<file path="config.mk">
export PLATFORM = sky130hd
export DESIGN_NAME = jtag_host
export DESIGN_NICKNAME = d
export VERILOG_FILES = /design/src/rtl/jtag_host.sv
export SDC_FILE = /design/constraint.sdc
export NUM_CORES = 1
export LEC_CHECK = 0
export ABC_AREA = 1
export BUFFER_PORTS_ARGS = -buffer_cell sky130_fd_sc_hd__buf_4
export CAP_MARGIN = 0
export CELL_PAD_IN_SITES_DETAIL_PLACEMENT = 0
export CELL_PAD_IN_SITES_GLOBAL_PLACEMENT = 1
export CORE_AREA = 2 2 168 170
export CTS_CLUSTER_SIZE = 10
export DETAILED_ROUTE_END_ITERATION = 16
export DIE_AREA = 0 0 170 172
export PLACE_DENSITY_LB_ADDON = 0.1
export SLEW_MARGIN = 20
export SYNTH_ARGS = -nofsm -noshare
export SYNTH_HDL_FRONTEND = slang
export SYNTH_SLANG_ARGS = --single-unit
</file>
<file path="constraint.sdc">
create_clock -name clk -period 2.46 [get_ports clk]
set_clock_uncertainty 0.15 [all_clocks]
set_input_delay 0.492 -clock clk [delete_from_list [all_inputs] [get_ports clk]]
set_output_delay 0.492 -clock clk [all_outputs]
set_load 0.05 [all_outputs]
</file>
<file path="src/rtl/jtag_host.sv">
// jtag_host -- command-driven JTAG TAP master.
//
// A command is one of: a TAP reset sequence, an IR scan or a DR scan of
// 1..64 bits. Every scan starts and ends in Run-Test/Idle. TCK is derived
// from clk by a reloadable divider: each TCK period is CLK_DIV clk cycles
// low followed by CLK_DIV clk cycles high (CLK_DIV legal range 1..255).
// TMS/TDI change only on the clk edge that starts a low half-period, and TDO
// is sampled on the clk edge that raises TCK. Leaving reset runs one
// automatic TAP reset sequence before the host reports ready.

module jtag_host #(
    parameter int unsigned CLK_DIV = 4
) (
    input  logic        clk,
    input  logic        rst_n,
    // command channel
    input  logic        cmd_valid_i,
    output logic        cmd_ready_o,
    input  logic        cmd_reset_i,
    input  logic        cmd_ir_i,
    input  logic [6:0]  cmd_len_i,
    input  logic [63:0] cmd_data_i,
    // response channel
    output logic        rsp_valid_o,
    output logic [63:0] rsp_data_o,
    // JTAG pins
    output logic        jtag_clk_o,
    output logic        jtag_tms_o,
    output logic        jtag_tdi_o,
    input  logic        jtag_tdo_i
);

    // Sequencer states. Each non-idle state covers one or more TCK periods:
    //   RESET   : 1,1,1,1,1,0              (cnt 0..5)
    //   SEL     : 1 (DR) or 1,1 (IR)        (Select-DR / Select-IR)
    //   CAPTURE : 0,0                       (into Capture, then into Shift)
    //   SHIFT   : len bits, TMS=1 on last   (cnt = shift bit index)
    //   EXIT    : 1                         (Exit1 -> Update)
    //   UPDATE  : 0                         (Update -> Run-Test/Idle)
    //   DONE    : one clk with the response pulse; still accepts a command
    localparam logic [2:0] ST_IDLE    = 3'd0;
    localparam logic [2:0] ST_RESET   = 3'd1;
    localparam logic [2:0] ST_SEL     = 3'd2;
    localparam logic [2:0] ST_CAPTURE = 3'd3;
    localparam logic [2:0] ST_SHIFT   = 3'd4;
    localparam logic [2:0] ST_EXIT    = 3'd5;
    localparam logic [2:0] ST_UPDATE  = 3'd6;
    localparam logic [2:0] ST_DONE    = 3'd7;

    // Divider counts down from this value once per half-period.
    localparam logic [7:0] DIV_RELOAD = 8'(CLK_DIV - 1);

    // Sequencer position
    logic [2:0]  state_q, state_d;
    logic [5:0]  cnt_q, cnt_d;
    logic [7:0]  div_q, div_d;

    // Latched command
    logic        ir_q, ir_d;
    logic [5:0]  last_q, last_d;
    logic [63:0] data_q, data_d;
    // 1 while running the sequence that follows rst_n; it produces no response
    logic        auto_q, auto_d;

    // Capture shift register and response
    logic [63:0] cap_q, cap_d;
    logic [63:0] rsp_data_q, rsp_data_d;
    logic        rsp_valid_q, rsp_valid_d;

    // Pin registers
    logic        tck_q, tck_d;
    logic        tms_q, tms_d;
    logic        tdi_q, tdi_d;

    // Position and pin values of the TCK period that follows the current one
    logic [2:0]  nxt_state;
    logic [5:0]  nxt_cnt;
    logic        nxt_tms;
    logic        nxt_tdi;
    logic        seq_end;

    // Requested length clamped to 1..64, expressed as the last shift bit index
    logic [5:0]  cmd_last;

    // Clamp the command length: 0 behaves as 1, anything above 64 as 64.
    always_comb begin
        if (cmd_len_i == 7'd0) begin
            cmd_last = 6'd0;
        end else if (cmd_len_i > 7'd64) begin
            cmd_last = 6'd63;
        end else begin
            cmd_last = 6'(cmd_len_i - 7'd1);
        end
    end

    // Work out where the sequence goes when the current TCK period ends.
    always_comb begin
        // NOTE: every signal written here gets a default first, so no path
        // through the case leaves one unassigned and no latch is inferred.
        nxt_state = state_q;
        nxt_cnt   = cnt_q + 6'd1;
        nxt_tms   = 1'b0;
        nxt_tdi   = 1'b0;
        seq_end   = 1'b0;
        case (state_q)
            ST_RESET: begin
                if (cnt_q == 6'd5) begin
                    seq_end = 1'b1;
                end else begin
                    nxt_tms = (nxt_cnt != 6'd5);
                end
            end
            ST_SEL: begin
                // one Select period for DR, two (Select-DR, Select-IR) for IR
                if (cnt_q == {5'd0, ir_q}) begin
                    nxt_state = ST_CAPTURE;
                    nxt_cnt   = 6'd0;
                end else begin
                    nxt_tms = 1'b1;
                end
            end
            ST_CAPTURE: begin
                if (cnt_q == 6'd1) begin
                    nxt_state = ST_SHIFT;
                    nxt_cnt   = 6'd0;
                    nxt_tms   = (last_q == 6'd0);
                    nxt_tdi   = data_q[0];
                end
            end
            ST_SHIFT: begin
                if (cnt_q == last_q) begin
                    nxt_state = ST_EXIT;
                    nxt_cnt   = 6'd0;
                    nxt_tms   = 1'b1;
                end else begin
                    nxt_tms = (nxt_cnt == last_q);
                    nxt_tdi = data_q[nxt_cnt];
                end
            end
            ST_EXIT: begin
                nxt_state = ST_UPDATE;
                nxt_cnt   = 6'd0;
            end
            default: begin
                // UPDATE is the final period of a scan
                seq_end = 1'b1;
            end
        endcase
    end

    // Command acceptance, TCK divider, TDO capture and sequence stepping.
    always_comb begin
        state_d     = state_q;
        cnt_d       = cnt_q;
        div_d       = div_q;
        ir_d        = ir_q;
        last_d      = last_q;
        data_d      = data_q;
        auto_d      = auto_q;
        cap_d       = cap_q;
        rsp_data_d  = rsp_data_q;
        rsp_valid_d = 1'b0;
        tck_d       = tck_q;
        tms_d       = tms_q;
        tdi_d       = tdi_q;

        case (state_q)
            ST_IDLE, ST_DONE: begin
                // Pins park low: the target sits in Run-Test/Idle.
                state_d = ST_IDLE;
                tck_d   = 1'b0;
                tms_d   = 1'b0;
                tdi_d   = 1'b0;
                if (cmd_valid_i) begin
                    // This edge starts the first low half-period.
                    state_d = cmd_reset_i ? ST_RESET : ST_SEL;
                    cnt_d   = 6'd0;
                    div_d   = DIV_RELOAD;
                    tms_d   = 1'b1;
                    ir_d    = cmd_ir_i;
                    last_d  = cmd_last;
                    data_d  = cmd_data_i;
                    cap_d   = '0;
                    auto_d  = 1'b0;
                end
            end
            default: begin
                if (div_q != 8'd0) begin
                    div_d = div_q - 8'd1;
                end else begin
                    // Reload at every TCK edge so long scans cannot drift.
                    div_d = DIV_RELOAD;
                    if (!tck_q) begin
                        // End of low half: TCK rises, TDO is sampled.
                        tck_d = 1'b1;
                        if (state_q == ST_SHIFT) begin
                            cap_d[cnt_q] = jtag_tdo_i;
                        end
                    end else begin
                        // End of high half: TCK falls, next period or finish.
                        tck_d = 1'b0;
                        if (seq_end) begin
                            cnt_d = 6'd0;
                            tms_d = 1'b0;
                            tdi_d = 1'b0;
                            if (auto_q) begin
                                state_d = ST_IDLE;
                            end else begin
                                // cap_q was cleared on acceptance, so a reset
                                // command reports all zeros.
                                state_d     = ST_DONE;
                                rsp_valid_d = 1'b1;
                                rsp_data_d  = cap_q;
                            end
                        end else begin
                            state_d = nxt_state;
                            cnt_d   = nxt_cnt;
                            tms_d   = nxt_tms;
                            tdi_d   = nxt_tdi;
                        end
                    end
                end
            end
        endcase
    end

    // State registers; reset aborts any scan and re-arms the automatic TAP reset.
    always_ff @(posedge clk or negedge rst_n) begin
        if (!rst_n) begin
            state_q     <= ST_RESET;
            cnt_q       <= 6'd0;
            div_q       <= DIV_RELOAD;
            ir_q        <= 1'b0;
            last_q      <= 6'd0;
            data_q      <= '0;
            auto_q      <= 1'b1;
            cap_q       <= '0;
            rsp_data_q  <= '0;
            rsp_valid_q <= 1'b0;
            tck_q       <= 1'b0;
            tms_q       <= 1'b1;
            tdi_q       <= 1'b0;
        end else begin
            // NOTE: non-blocking assignments so every register updates from
            // the values present before this edge, independent of order.
            state_q     <= state_d;
            cnt_q       <= cnt_d;
            div_q       <= div_d;
            ir_q        <= ir_d;
            last_q      <= last_d;
            data_q      <= data_d;
            auto_q      <= auto_d;
            cap_q       <= cap_d;
            rsp_data_q  <= rsp_data_d;
            rsp_valid_q <= rsp_valid_d;
            tck_q       <= tck_d;
            tms_q       <= tms_d;
            tdi_q       <= tdi_d;
        end
    end

    // Ready while idle and during the response cycle (back-to-back accept).
    assign cmd_ready_o = (state_q == ST_IDLE) || (state_q == ST_DONE);
    assign rsp_valid_o = rsp_valid_q;
    assign rsp_data_o  = rsp_data_q;
    assign jtag_clk_o  = tck_q;
    assign jtag_tms_o  = tms_q;
    assign jtag_tdi_o  = tdi_q;

endmodule

</file>
==> results.md <==
- Mapped Area: 0.0105 mm²
- Actual slew at the worst max-slew pin: 0.451 ns
- Crit. End Element: flop
- Synth warn: 0
- DRT Wirelength: roughly 28 mm
- Setup TNS: 0 ns
- Yosys top cell area share: between 50% and 60%
- Synth area leaders: dfrtp_1, nand2_1, o21ai_0
- Seq/Total Area, Yosys: a little over half
- Seq cells post-synth: 221
- CP max stage delay: 0.53 ns
- Global-route usage over all layers: about a fifth
- Drt pass-1 iters: 4
- Core footprint: 0.0275 mm²
- Total die area: 0.0292 mm²
- Buffer depth of the longest clock path: 3
- Post-synth top area cell: dfrtp_1
- ANT cells: 0
- Antenna Violating Nets Remaining: 0
- Vias in the first global route: roughly 8800
- Die Y: roughly 170 µm
- Critical path arrival: around 2.6 ns
- RSZ-0062 raised after global routing: true
- Hold path cells: 3
- Gpl congestion: 0.780
- Status: finished, final reports clean
- Worst path cell trace: inv_1 > ha_1 > nand2_1 > nor2_1 > nand2_1 > inv_2 > nand3_1 > nand2_2 > nand2_2 > clkinv_2 > nand3_4 > buf_12 > o22ai_1
- Kind of critical path: flop to flop
- Reg2reg end: cap_q[6]$_DFFE_PN0P_
- Primary FF master, synth: dfrtp_1
- Max Slew Vio Count: 0
- Initial antenna violation count: 0
- First-pass GRT wire length: ~47 mm
- Final instance area: about 0.013 mm²
- Clock sinks: 221
- Max Clk Rate: approximately 430 MHz
- Synthesis-to-layout area growth: 25.0%
- Starting Density: 38.2%
- Largest net degree at the start of global routing: 119
- Post-Syn Instances: 1288
- Number of H-tree levels: 1
- Ys async rst share: between 90% and 100%
- Final hold violation count: 0
- WP data required: 2.69 ns
- Fin cells: 1821
- Commonest cells post-synth: nand2_1, dfrtp_1, o21ai_0
- Starting DRT DRC Count: 502
- # placed instances: 1767
- Worst min path class: primary input to flop
- Max-cap viol count: 0
- Wirelength per Cell: 15.6 µm
- Most numerous cell in the Yosys netlist: nand2_1
- Reg2Reg Setup Slack: 0.15 ns
- TritonCTS clock tree: built
- Setup violators final: 0
- Dpl cell area: about 0.012 mm²
- Fin crit share: approximately 94%
- Dpl ws: 0.140 ns
- Worst Setup Slack, final: 0.149 ns
- Critical path fanouts, max: 63
- Netlist cell types: 37
- Post-detailed-placement half-perimeter wirelength: approximately 19 mm
- Post-synth EDFFs: 0
- DR DRC count: 0
- Max stage delay cell, worst path: dfstp_2
- Input/output buffers: ~150
- Hold Path Origin: cmd_data_i[51]
- Post-Syn Nets: 1371
- Worst-Skew Late Latency: 0.53 ns
- Number of CTS-inserted buffers: 26
- Clk slew on worst S/H paths: approximately 0.060 ns
- Power Total: 7500 µW
- IO Pins: between 100 and 150
- Die X: roughly 170 µm
- Overflow after GRT: 0
- Row cnt: 61
- Vias: 8941
- Layout cell share with drive strength beyond 1: 18.4%
- Crit path time final: 2.31 ns
- Relative slew slack: 69.8%
- Clk root buf: clkbuf_16
- Post-synthesis area per instance: 8.14 µm²
- Worst-case reg-to-reg path depth: 13
- Worst r2r src: div_q[0]$_DFFE_PN1P_
- Drt via density: 4.91
- Nets: 1546
- Pleak: 0.00654 µW
- Worst Hold Path EP: data_q[51]$_DFFE_PN0P_
- Startpoint types: flop
- PD cells: 572 mW/mm²
- Worst vdd ir: 0.000444 V
-- cell type report --
cell class                 count  area [µm²]
sequential                   221        5540
clock inverter                 1        16.3
clock buffer                  39         719
fill                        2818       14400
timing repair buffer         213        1740
tap                          346         433
inverter                     135         510
multi-input combinational    866        4150
-- worst max path at each step --
stage | from | endpoint | slack [ns] | cells after the start
2_1_floorplan | cnt_q[0]$_DFFE_PN0P_ | jtag_tdi_o$_DFFE_PN0P_ | 0.07 | 17
3_3_place_gp | cnt_q[0]$_DFFE_PN0P_ | jtag_tms_o$_DFFE_PN1P_ | 0.17 | 10
3_5_place_dp | div_q[0]$_DFFE_PN1P_ | cap_q[16]$_DFFE_PN0P_ | 0.14 | 13
4_1_cts | state_q[0]$_DFFE_PN1P_ | cmd_ready_o | 0.05 | 6
5_1_grt | div_q[0]$_DFFE_PN1P_ | cap_q[15]$_DFFE_PN0P_ | -0.04 | 13
6_report | div_q[0]$_DFFE_PN1P_ | cap_q[6]$_DFFE_PN0P_ | 0.15 | 13
-- cells by family after synthesis --
logic type	after synthesis	synth area share (%)
and+or+nand+nor	571	22.6
AOI/OAI and AO/OA	272	14.6
DFF	221	52.8
buffers and inverters	201	7.81
xor gates and xnor gates	17	1.42
adders and majority gates	6	0.716
-- metal layers --
layer	vias to the layer above	track usage [%]	part of all wire, %
met1	4186	27.8	46
met4	0	4.61	1.8
met2	195	33.1	48
li1	4520	-	-
met3	40	2.56	4.3
met5	-	0	0
-- registers in the layout, indices dropped and copies added (netlist names), 3 cells and up --
register    count
cap_q          64
data_q         64
rsp_data_o     64
div_q           8
cnt_q           6
last_q          6
state_q         3
-- cells in the final DEF (no fill, tap or decap), drive strengths merged --
cell type	Yosys	final
a21oi	58	58
a22oi	2	2
a31oi	1	1
buf	27	200
clkbuf	39	39
clkinv	9	10
dfrtp	216	216
dfstp	5	5
dlygate4sd3	0	13
ha	6	6
inv	126	126
nand2	399	399
nand3	66	66
nand4	7	7
nor2	83	83
nor3	13	13
nor4	1	1
o211ai	1	1
o21ai	136	136
o22ai	19	19
o31ai	55	55
or2	2	2
xnor2	3	3
xor2	14	14
-- metrics by stage --
stage	utilization, %	hold WS [ns]
6_report	47.7	0.0113
5_1_grt	47.7	0.00370
4_1_cts	47.7	0.00101
3_5_place_dp	44.5	0.306
3_3_place_gp	44.5	0.305
2_1_floorplan	-	0.0464
-- report_power, final --
| part | total, µW | leakage [µW] | switching [µW] | internal (µW) |
|---|---|---|---|---|
| sequential | 3740 | 0.00278 | 29.2 | 3710 |
| clock | 3420 | 0.000355 | 1430 | 1990 |
| combinational | 338 | 0.00341 | 181 | 156 |
-- critical path, delay by kind of cell (launching register included) --
| kind | cells | cell delay (ns) |
|---|---|---|
| compound gates | 1 | 0.13 |
| fa+ha+maj | 1 | 0.21 |
| buf+inv | 4 | 0.53 |
| flops | 1 | 0.53 |
| simple gates | 7 | 0.63 |
-- timing repair --
item,CTS,global route
hold buffers,13,0
buffers inserted,1,0
endpoints found under the hold margin,63,0
resized for setup,2,2
endpoints found under the setup margin,1,83
pin swaps,0,0
No activity file was read; power rests on OpenSTA's default activity.
